### config.mk
export PLATFORM = sky130hd
export DESIGN_NAME = cell_renderer
export DESIGN_NICKNAME = d
export VERILOG_FILES = /design/src/rtl/cell_renderer_pkg.sv /design/src/rtl/cell_color_lut.sv /design/src/rtl/cell_renderer.sv
export SDC_FILE = /design/constraint.sdc
export NUM_CORES = 1
export LEC_CHECK = 0
export ABC_AREA = 0
export CORE_MARGIN = 5
export CORE_UTILIZATION = 35
export CTS_BUF_LIST = sky130_fd_sc_hd__clkbuf_2
export CTS_CLUSTER_SIZE = 16
export DETAILED_ROUTE_END_ITERATION = 8
export DONT_BUFFER_PORTS = 1
export MAX_ROUTING_LAYER = met4
export RECOVER_POWER = 25
export SYNTH_ARGS = -nofsm -noshare
export SYNTH_HDL_FRONTEND = slang
export SYNTH_HIERARCHICAL = 1
export SYNTH_SLANG_ARGS = --single-unit
### constraint.sdc
create_clock -name clk -period 1.4 [get_ports clk]
set_input_delay 0.21 -clock clk [delete_from_list [all_inputs] [get_ports clk]]
set_output_delay 0.21 -clock clk [all_outputs]
set_load 0.05 [all_outputs]
### src/rtl/cell_renderer_pkg.sv
// Shared cell-state encodings, colour constants and sync levels
// for the Life board display path.
package cell_renderer_pkg;

  typedef enum logic [1:0] {
    DEAD       = 2'b00,
    JUST_ALIVE = 2'b01,
    JUST_DEAD  = 2'b10,
    ALIVE      = 2'b11
  } cell_state_t;

  localparam logic [11:0] COL_BLACK  = 12'h000;
  localparam logic [11:0] COL_RED    = 12'hF00;
  localparam logic [11:0] COL_YELLOW = 12'hFF0;
  localparam logic [11:0] COL_GREEN  = 12'h0F0;
  localparam logic [11:0] COL_WHITE  = 12'hFFF;
  localparam logic [11:0] COL_GRID   = 12'h444;

  localparam logic SYNC_IDLE = 1'b1;

endpackage

### src/rtl/cell_color_lut.sv
// Cell state to 4:4:4 colour map, shared with the editor display.
module cell_color_lut
  import cell_renderer_pkg::*;
(
  input  cell_state_t state,
  output logic [11:0] color
);

  always_comb begin
    color = COL_BLACK;
    unique case (state)
      DEAD:       color = COL_BLACK;
      JUST_DEAD:  color = COL_RED;
      JUST_ALIVE: color = COL_YELLOW;
      ALIVE:      color = COL_GREEN;
    endcase
  end

endmodule

### src/rtl/cell_renderer.sv
// Two-stage VGA renderer for the Life cell grid with cursor,
// grid lines and a frame counter driving the cursor blink.
module cell_renderer
  import cell_renderer_pkg::*;
#(
  parameter int COORD_W    = 11,
  parameter int CELL_SHIFT = 7,
  parameter int COL_BITS   = 2,
  parameter int ROW_BITS   = 2,
  parameter int BLINK_W    = 5
) (
  input  logic                         clk,
  input  logic                         rst,
  input  logic [COORD_W-1:0]           x,
  input  logic [COORD_W-1:0]           y,
  input  logic                         de_in,
  input  logic                         hsync_in,
  input  logic                         vsync_in,
  input  logic                         grid_en,
  input  logic                         cursor_en,
  input  logic [COL_BITS-1:0]          cursor_col,
  input  logic [ROW_BITS-1:0]          cursor_row,
  output logic                         rd_en,
  output logic [ROW_BITS+COL_BITS-1:0] rd_addr,
  input  logic [1:0]                   rd_data,
  output logic [11:0]                  rgb,
  output logic                         de_out,
  output logic                         hsync_out,
  output logic                         vsync_out,
  output logic [BLINK_W-1:0]           frame_cnt
);

  localparam logic [COORD_W-1:0] COL_LIM =
    COORD_W'(1) << COL_BITS;
  localparam logic [COORD_W-1:0] ROW_LIM =
    COORD_W'(1) << ROW_BITS;

  logic [COL_BITS-1:0]   col;
  logic [ROW_BITS-1:0]   row;
  logic [CELL_SHIFT-1:0] x_lo;
  logic [CELL_SHIFT-1:0] y_lo;
  logic                  in_range;
  logic                  is_edge;
  logic                  cursor_hit;

  assign col  = x[CELL_SHIFT +: COL_BITS];
  assign row  = y[CELL_SHIFT +: ROW_BITS];
  assign x_lo = x[CELL_SHIFT-1:0];
  assign y_lo = y[CELL_SHIFT-1:0];

  // Full upper-bit compare: any bit above the field is off-board
  assign in_range = ((x >> CELL_SHIFT) < COL_LIM) &&
                    ((y >> CELL_SHIFT) < ROW_LIM);
  assign is_edge  = (&x_lo) | ~(|x_lo) |
                    (&y_lo) | ~(|y_lo);
  assign cursor_hit = (col == cursor_col) &&
                      (row == cursor_row);

  logic s1_de;
  logic s1_in_range;
  logic s1_edge;
  logic s1_cursor;
  logic s1_grid;
  logic s1_hsync;
  logic s1_vsync;

  always_ff @(posedge clk or posedge rst) begin
    if (rst) begin
      rd_en       <= 1'b0;
      rd_addr     <= '0;
      s1_de       <= 1'b0;
      s1_in_range <= 1'b0;
      s1_edge     <= 1'b0;
      s1_cursor   <= 1'b0;
      s1_grid     <= 1'b0;
      s1_hsync    <= SYNC_IDLE;
      s1_vsync    <= SYNC_IDLE;
    end else begin
      rd_en       <= de_in & in_range;
      rd_addr     <= {row, col};
      s1_de       <= de_in;
      s1_in_range <= in_range;
      s1_edge     <= is_edge;
      s1_cursor   <= cursor_en & cursor_hit;
      s1_grid     <= grid_en;
      s1_hsync    <= hsync_in;
      s1_vsync    <= vsync_in;
    end
  end

  logic        vs_prev;
  logic        frame_start;
  logic        blink_on;

  assign frame_start = vs_prev & ~vsync_in;
  assign blink_on    = ~frame_cnt[BLINK_W-1];

  always_ff @(posedge clk or posedge rst) begin
    if (rst) begin
      vs_prev   <= SYNC_IDLE;
      frame_cnt <= '0;
    end else begin
      vs_prev <= vsync_in;
      if (frame_start)
        frame_cnt <= frame_cnt + BLINK_W'(1);
    end
  end

  logic        s1_valid;
  cell_state_t state;
  logic [11:0] state_color;
  logic [11:0] pix_color;

  // RAM data is only meaningful behind a real read
  assign s1_valid = s1_de & s1_in_range;
  assign state    = s1_valid ? cell_state_t'(rd_data) : DEAD;

  cell_color_lut u_lut (
    .state (state),
    .color (state_color)
  );

  always_comb begin
    pix_color = COL_BLACK;
    if (!s1_valid)
      pix_color = COL_BLACK;
    else if (s1_cursor && s1_edge && blink_on)
      pix_color = COL_WHITE;
    else if (state != DEAD)
      pix_color = state_color;
    else if (s1_grid && s1_edge)
      pix_color = COL_GRID;
  end

  always_ff @(posedge clk or posedge rst) begin
    if (rst) begin
      rgb       <= COL_BLACK;
      de_out    <= 1'b0;
      hsync_out <= SYNC_IDLE;
      vsync_out <= SYNC_IDLE;
    end else begin
      rgb       <= pix_color;
      de_out    <= s1_de;
      hsync_out <= s1_hsync;
      vsync_out <= s1_vsync;
    end
  end

endmodule

==> impl_metrics.env, run 1 <==
export IMPL_fin_crit_sh=0.974
export IMPL_synthTopCellsByCount="28 x dfrtp_1, 15 x nand2_1, 13 x a21oi_1"
export IMPL_crit_type="reg2reg"
export IMPL_synth_fa_ha_area_frac=0.0377
export IMPL_track_usage=0.120
export IMPL_cts_buffers=5
export IMPL_syn_inst=116
export IMPL_layout_min_cycle_time_ps=1360
export IMPL_clock_fmax_mhz=733
export IMPL_vias=938
export IMPL_n_antenna_cell=0
export IMPL_synthArstFlopShare=1.00
export IMPL_crit_required_ps=1670
export IMPL_cp_data_arrival_time_ps=1640
export IMPL_ys_flop_type="dfrtp_1"
export IMPL_synth_edf_count=0
export IMPL_fp_dieH_um=71.6
export IMPL_muxShareOfSynthArea=0.00847
export IMPL_die_w_um=71.6
export IMPL_dpl_worst_slack_ps=37.1
export IMPL_slew_viol_final=0
export IMPL_clock_power_share=0.181
export IMPL_cts_tree="built"
export IMPL_clock_latency_ps=340
export IMPL_tightest_slew_ps=749
export IMPL_htreeDepth=2
export IMPL_ant_nets=0
export IMPL_dieArea_um2=5130
export IMPL_synth_top_area_cell="dfrtp_1"
export IMPL_seqPwrFrac=0.532
export IMPL_dr_pass1_iters=4
export IMPL_p_int_mw=1.33
export IMPL_drt_wl_total_um=2780
export IMPL_routed_via_density=4.94
export IMPL_yosys_warnings=6
export IMPL_grt_pass1_vias=986
export IMPL_drcViolationCount=0
export IMPL_avgSynthCellArea_um2=11.5
export IMPL_max_stage_delay_ps=410
export IMPL_fill_cells=344
export IMPL_rows=22
export IMPL_grt_pass1_wl_um=4490
export IMPL_wire_per_inst_um=14.6
export IMPL_pin_count=60
export IMPL_crit_family="flip-flops"
export IMPL_yosysMostFrequentCell="dfrtp_1"
export IMPL_synth_seq_cells=32
export IMPL_cp_end_kind="flop"
export IMPL_net_switching_power_mw=0.772
export IMPL_initial_core_util=0.363
export IMPL_status="finished, final reports clean"
export IMPL_hold_viol=0
export IMPL_synthSimpleGateAreaFrac=0.143
export IMPL_synthXorXnorAreaFrac=0.0330
export IMPL_leakagePower_nw=0.694
export IMPL_worst_slack_ps=36.4
export IMPL_p_sw_frac=0.367
export IMPL_cts_root_buf="clkbuf_2"
export IMPL_power_density_nw_per_um2=1300
export IMPL_overflow=0
export IMPL_maxSlewHeadroom=0.501
export IMPL_dr_first_iter_drc_count=55
export IMPL_fp_coreArea_um2=3660
export IMPL_peakVddDrop_uv=606
export IMPL_ys_seq_area_frac=0.606
export IMPL_synth_top_area_share=0.527
export IMPL_clock_path_buffers=2
export IMPL_antenna_found_initial=0
export IMPL_synth_compound_area_frac=0.0838
export IMPL_postLayoutCoreUtil=0.441
export IMPL_crit_chain="and3_4, inv_1, ha_1, o21ba_4, nand2_1, a21oi_2"
export IMPL_dp_hpwl_um=1960
export IMPL_gp_congestion=0.789
export IMPL_portBuffers=0
export IMPL_hold_class="in2reg"
export IMPL_crit_buf_inv=1
export IMPL_area_delta_synth_final_pct=21.5
export IMPL_drive_above_1_share=0.225
export IMPL_path_clk_slew_ps=140
export IMPL_grt_max_degree=19
export IMPL_synth_area_um2=1330
export IMPL_clock_skew_ps=8.35
export IMPL_yosys_top_cells_area="dfrtp_1 53%, dfstp_2 7.9%, buf_4 5.6%"
export IMPL_ys_types=31
export IMPL_crit_slowest_cell="dfrtp_1"
export IMPL_drv_cap=0
export IMPL_finalSetupViolCount=0
export IMPL_startpoint_type="flop"
export IMPL_cts_sinks=32
export IMPL_synth_top_family_by_area="simple AND/OR/NAND/NOR gates"
export IMPL_p_comb_frac=0.287
export IMPL_worst_path_max_fanout=4
export IMPL_nets=181
[path summary, 6_finish.rpt]
path	startpoint	to	slack, ps	cells past startpoint
worst max-delay path	s1_in_range	rgb[5]	40	6
worst min-delay path	y[3]	s1_edge	70	2
worst max register to register	s1_in_range	rgb[5]	40	6
worst min register to register	s1_hsync	hsync_out	370	0
max in group asynchronous	rst	s1_edge	430	3
min in group asynchronous	rst	rgb[3]	400	3
[cells by family after synthesis]
group,Yosys count
other,1
multiplexers,1
buffers and inverters,18
AO/OA/AOI/OAI,19
flip-flops,32
XOR/XNOR,5
AND/OR/NAND/NOR,36
adder cells (fa/ha/maj),4
[registers in the layout, summed over array words and instances (netlist names)]
signal / flops
de_out: 1
s1_grid: 1
rd_en: 1
s1_de: 1
frame_cnt: 5
rgb: 12
s1_cursor: 1
vs_prev: 1
vsync_out: 1
s1_in_range: 1
s1_edge: 1
hsync_out: 1
s1_hsync: 1
rd_addr: 4
[repair_timing]
action / in CTS / in global routing
hold buffers: 15 / 0
endpoints found under the hold margin: 44 / 0
endpoints found under the setup margin: 3 / 4
buffers inserted: 0 / 0
pin swaps: 0 / 1
gates resized for setup: 1 / 7
[cell usage in the layout (no fill, tap or decap), types with 2 or more instances in the layout]
cell type / n
dfrtp_1: 28
xnor2_1: 3
clkinv_1: 2
inv_1: 6
xor2_1: 2
nand2_2: 2
nand4_1: 4
conb_1: 4
nor3_1: 2
buf_4: 11
and3_4: 2
clkbuf_2: 6
nand3_1: 2
nor4_1: 3
nand2_1: 14
ha_1: 4
dfstp_2: 4
a21oi_2: 3
nor2_1: 2
dlygate4sd3_1: 15
a21oi_1: 10
[layout make-up]
class	count	area [um2]	area share
tap	48	60.1	0.0372
multi-input combinational	69	452	0.280
clock buffer	5	25.0	0.0155
timing repair buffer	28	241	0.150
sequential	32	806	0.499
clock inverter	2	7.51	0.00465
inverter	6	22.5	0.0140
[power by group through the flow]
stage | logic [mW] | clock network (mW) | registers (mW)
after floorplan | 0.145 | 0 | 1.40
after global placement | 0.563 | 0 | 1.13
after detailed placement | 0.580 | 0 | 1.14
after CTS | 0.614 | 0.415 | 1.12
after global routing | 0.648 | 0.463 | 1.13
final | 0.603 | 0.381 | 1.12
[stage by stage]
stage / hold slack, ps / setup TNS [ps] / std cells / total power [mW] / cell area [um2]
CTS: 6.44 / 0 / 190 / 2.15 / 1600
floorplan: 214 / 0 / 119 / 1.54 / 1340
detailed placement: 139 / 0 / 168 / 1.72 / 1410
global route: 1.34 / -50.8 / 190 / 2.24 / 1610
finish: 70.9 / 0 / 190 / 2.10 / 1610
global placement: 135 / 0 / 168 / 1.69 / 1410
[layer usage]
metal,vias to the layer above,share of wire,global-route usage
met4,0,0.019,0.0564
met1,438,0.37,0.127
met5,-,0,-
met3,9,0.13,0.0603
li1,428,-,-
met2,63,0.48,0.186
Note: power is estimated with default switching activity, not from simulation.
==> run 2, diff against run 1 <==
Settings changed: CORE_ASPECT_RATIO set to 1.1.
==> impl_metrics.env, run 2 (synthesized netlist as in run 1, its figures left out) <==
export IMPL_path_clk_slew_ps=170
export IMPL_gp_congestion=0.671
export IMPL_grt_max_degree=33
export IMPL_power_density_nw_per_um2=1290
export IMPL_fill_cells=359
export IMPL_dr_first_iter_drc_count=42
export IMPL_cts_root_buf="clkbuf_2"
export IMPL_portBuffers=0
export IMPL_antenna_found_initial=0
export IMPL_clock_skew_ps=33.2
export IMPL_dp_hpwl_um=1890
export IMPL_vias=917
export IMPL_rows=23
export IMPL_die_w_um=68.8
export IMPL_drv_cap=0
export IMPL_layout_min_cycle_time_ps=1380
export IMPL_ff_latch_area_um2=806
export IMPL_fin_area_um2=1670
export IMPL_dieArea_um2=5130
export IMPL_overflow=0
export IMPL_drive_above_1_share=0.271
export IMPL_crit_chain="dlygate4sd3_1, nor3_1, dlygate4sd3_1, nand2_1, o211ai_1"
export IMPL_routed_via_density=4.73
export IMPL_dr_pass1_iters=6
export IMPL_n_antenna_cell=0
export IMPL_grt_pass1_vias=1005
export IMPL_top_register="rgb"
export IMPL_cts_buffers=5
export IMPL_area_delta_synth_final_pct=25.3
export IMPL_multi_input_area_um2=469
export IMPL_cts_sinks=32
export IMPL_reg_largest_list="rgb: 12 flops, frame_cnt: 5 flops, rd_addr: 4 flops"
export IMPL_worst_path_max_fanout=2
export IMPL_crit_top_cell="dlygate4sd3_1"
export IMPL_rsz0062_at_grt="true"
export IMPL_htreeDepth=2
export IMPL_status="finished, final reports clean"
export IMPL_tightest_slew_ps=769
export IMPL_drt_wl_total_um=2660
export IMPL_pin_count=60
export IMPL_layout_common_cells="28 x dfrtp_1, 20 x dlygate4sd3_1, 11 x nand2_1"
export IMPL_grt_pass1_wl_um=4410
export IMPL_largest_register_ffs=12
export IMPL_cp_end_kind="flop"
export IMPL_track_usage=0.121
export IMPL_crit_type="in2reg"
export IMPL_crit_required_ps=1680
export IMPL_whs_ps=52.5
export IMPL_slew_viol_final=0
export IMPL_peakVddDrop_uv=477
export IMPL_clock_latency_ps=350
export IMPL_max_stage_delay_ps=570
export IMPL_crit_slowest_cell="dlygate4sd3_1"
export IMPL_initial_core_util=0.364
export IMPL_fp_coreArea_um2=3650
export IMPL_leakagePower_nw=0.711
export IMPL_clock_fmax_mhz=726
export IMPL_finalSetupViolCount=0
export IMPL_fin_crit_sh=0.984
export IMPL_layout_commonest_cell="dfrtp_1"
export IMPL_startpoint_type="primary input"
export IMPL_fp_dieH_um=74.6
export IMPL_ant_nets=0
export IMPL_maxSlewHeadroom=0.487
export IMPL_hold_class="in2reg"
export IMPL_placed_area_um2=1370
export IMPL_cp_data_arrival_time_ps=1660
export IMPL_drcViolationCount=0
export IMPL_clock_path_buffers=2
export IMPL_nets=182
export IMPL_cts_tree="built"
export IMPL_wire_per_inst_um=13.7
export IMPL_hold_viol=0
run 2: changes by cell type in the layout (fill, tap and decap cells not counted), moves of 2 or more:
| cell | delta |
|---|---|
| nand2_1 | -3 |
| nand2_2 | +3 |
| buf_4 | -3 |
| clkinv_1 | -2 |
| dlygate4sd3_1 | +5 |
| a21oi_1 | -2 |
| clkbuf_2 | +2 |
| a21oi_2 | +2 |
run 2: worst paths after layout:
check / from / endpoint / slack, ps / cells past startpoint
setup / recovery: y[1] / s1_edge / 20 / 5
hold / removal: y[4] / s1_edge / 50 / 3
setup reg to reg: s1_in_range / rgb[4] / 60 / 6
hold reg to reg: s1_hsync / hsync_out / 370 / 0
max in group asynchronous: rst / rgb[8] / 380 / 3
min in group asynchronous: rst / s1_grid / 490 / 3
run 2: final cells by class:
cell class,count,area share
Multi-Input combinational cell,69,0.282
Clock inverter,1,0.00301
Sequential cell,32,0.484
Clock buffer,7,0.0210
Tap cell,50,0.0376
Inverter,6,0.0135
Timing Repair Buffer,29,0.159
run 2: metal layers:
layer / up-vias / routed length [um] / global-route usage
met5: - / 0 / -
met1: 439 / 929 / 0.112
met3: 2 / 218 / 0.0448
met2: 44 / 1480 / 0.217
met4: 0 / 34 / 0.0584
li1: 432 / - / -
run 2: repair_timing:
| item | in CTS | in global routing |
|---|---|---|
| hold endpoints to repair | 40 | 1 |
| resized for setup | 4 | 11 |
| buffers inserted | 1 | 0 |
| setup endpoints to repair | 4 | 5 |
| pin swaps | 0 | 7 |
| hold buffers | 17 | 3 |
run 2: critical path, delay by kind of cell:
kind	cells	cell delay (ps)
AO/OA/AOI/OAI	1	90
buffers and inverters	2	1130
AND/OR/NAND/NOR	2	230
run 2: report_power, final:
group          leakage (nW)  switching, mW  internal, mW
registers             0.407          0.103          1.02
clock network        0.0330          0.284         0.137
logic                 0.271          0.389         0.214
run 2: stage by stage:
step / worst slack [ps] / power (mW) / std cells / utilization / setup TNS, ps
final: 22.3 / 2.15 / 194 / 0.456 / 0
after global routing: -6.63 / 2.27 / 194 / 0.456 / -6.63
after CTS: 21.3 / 2.18 / 191 / 0.440 / 0
after detailed placement: -30.7 / 1.71 / 165 / 0.376 / -38.8
after global placement: 68.5 / 1.69 / 165 / 0.376 / 0
after floorplan: 38.7 / 1.54 / 119 / - / 0
==> run 3, diff against run 2 <==
Settings changed: CTS_CLUSTER_DIAMETER set to 40.
==> results of run 3 <==
The final DEF is identical to that of run 2; final timing and power are the same.
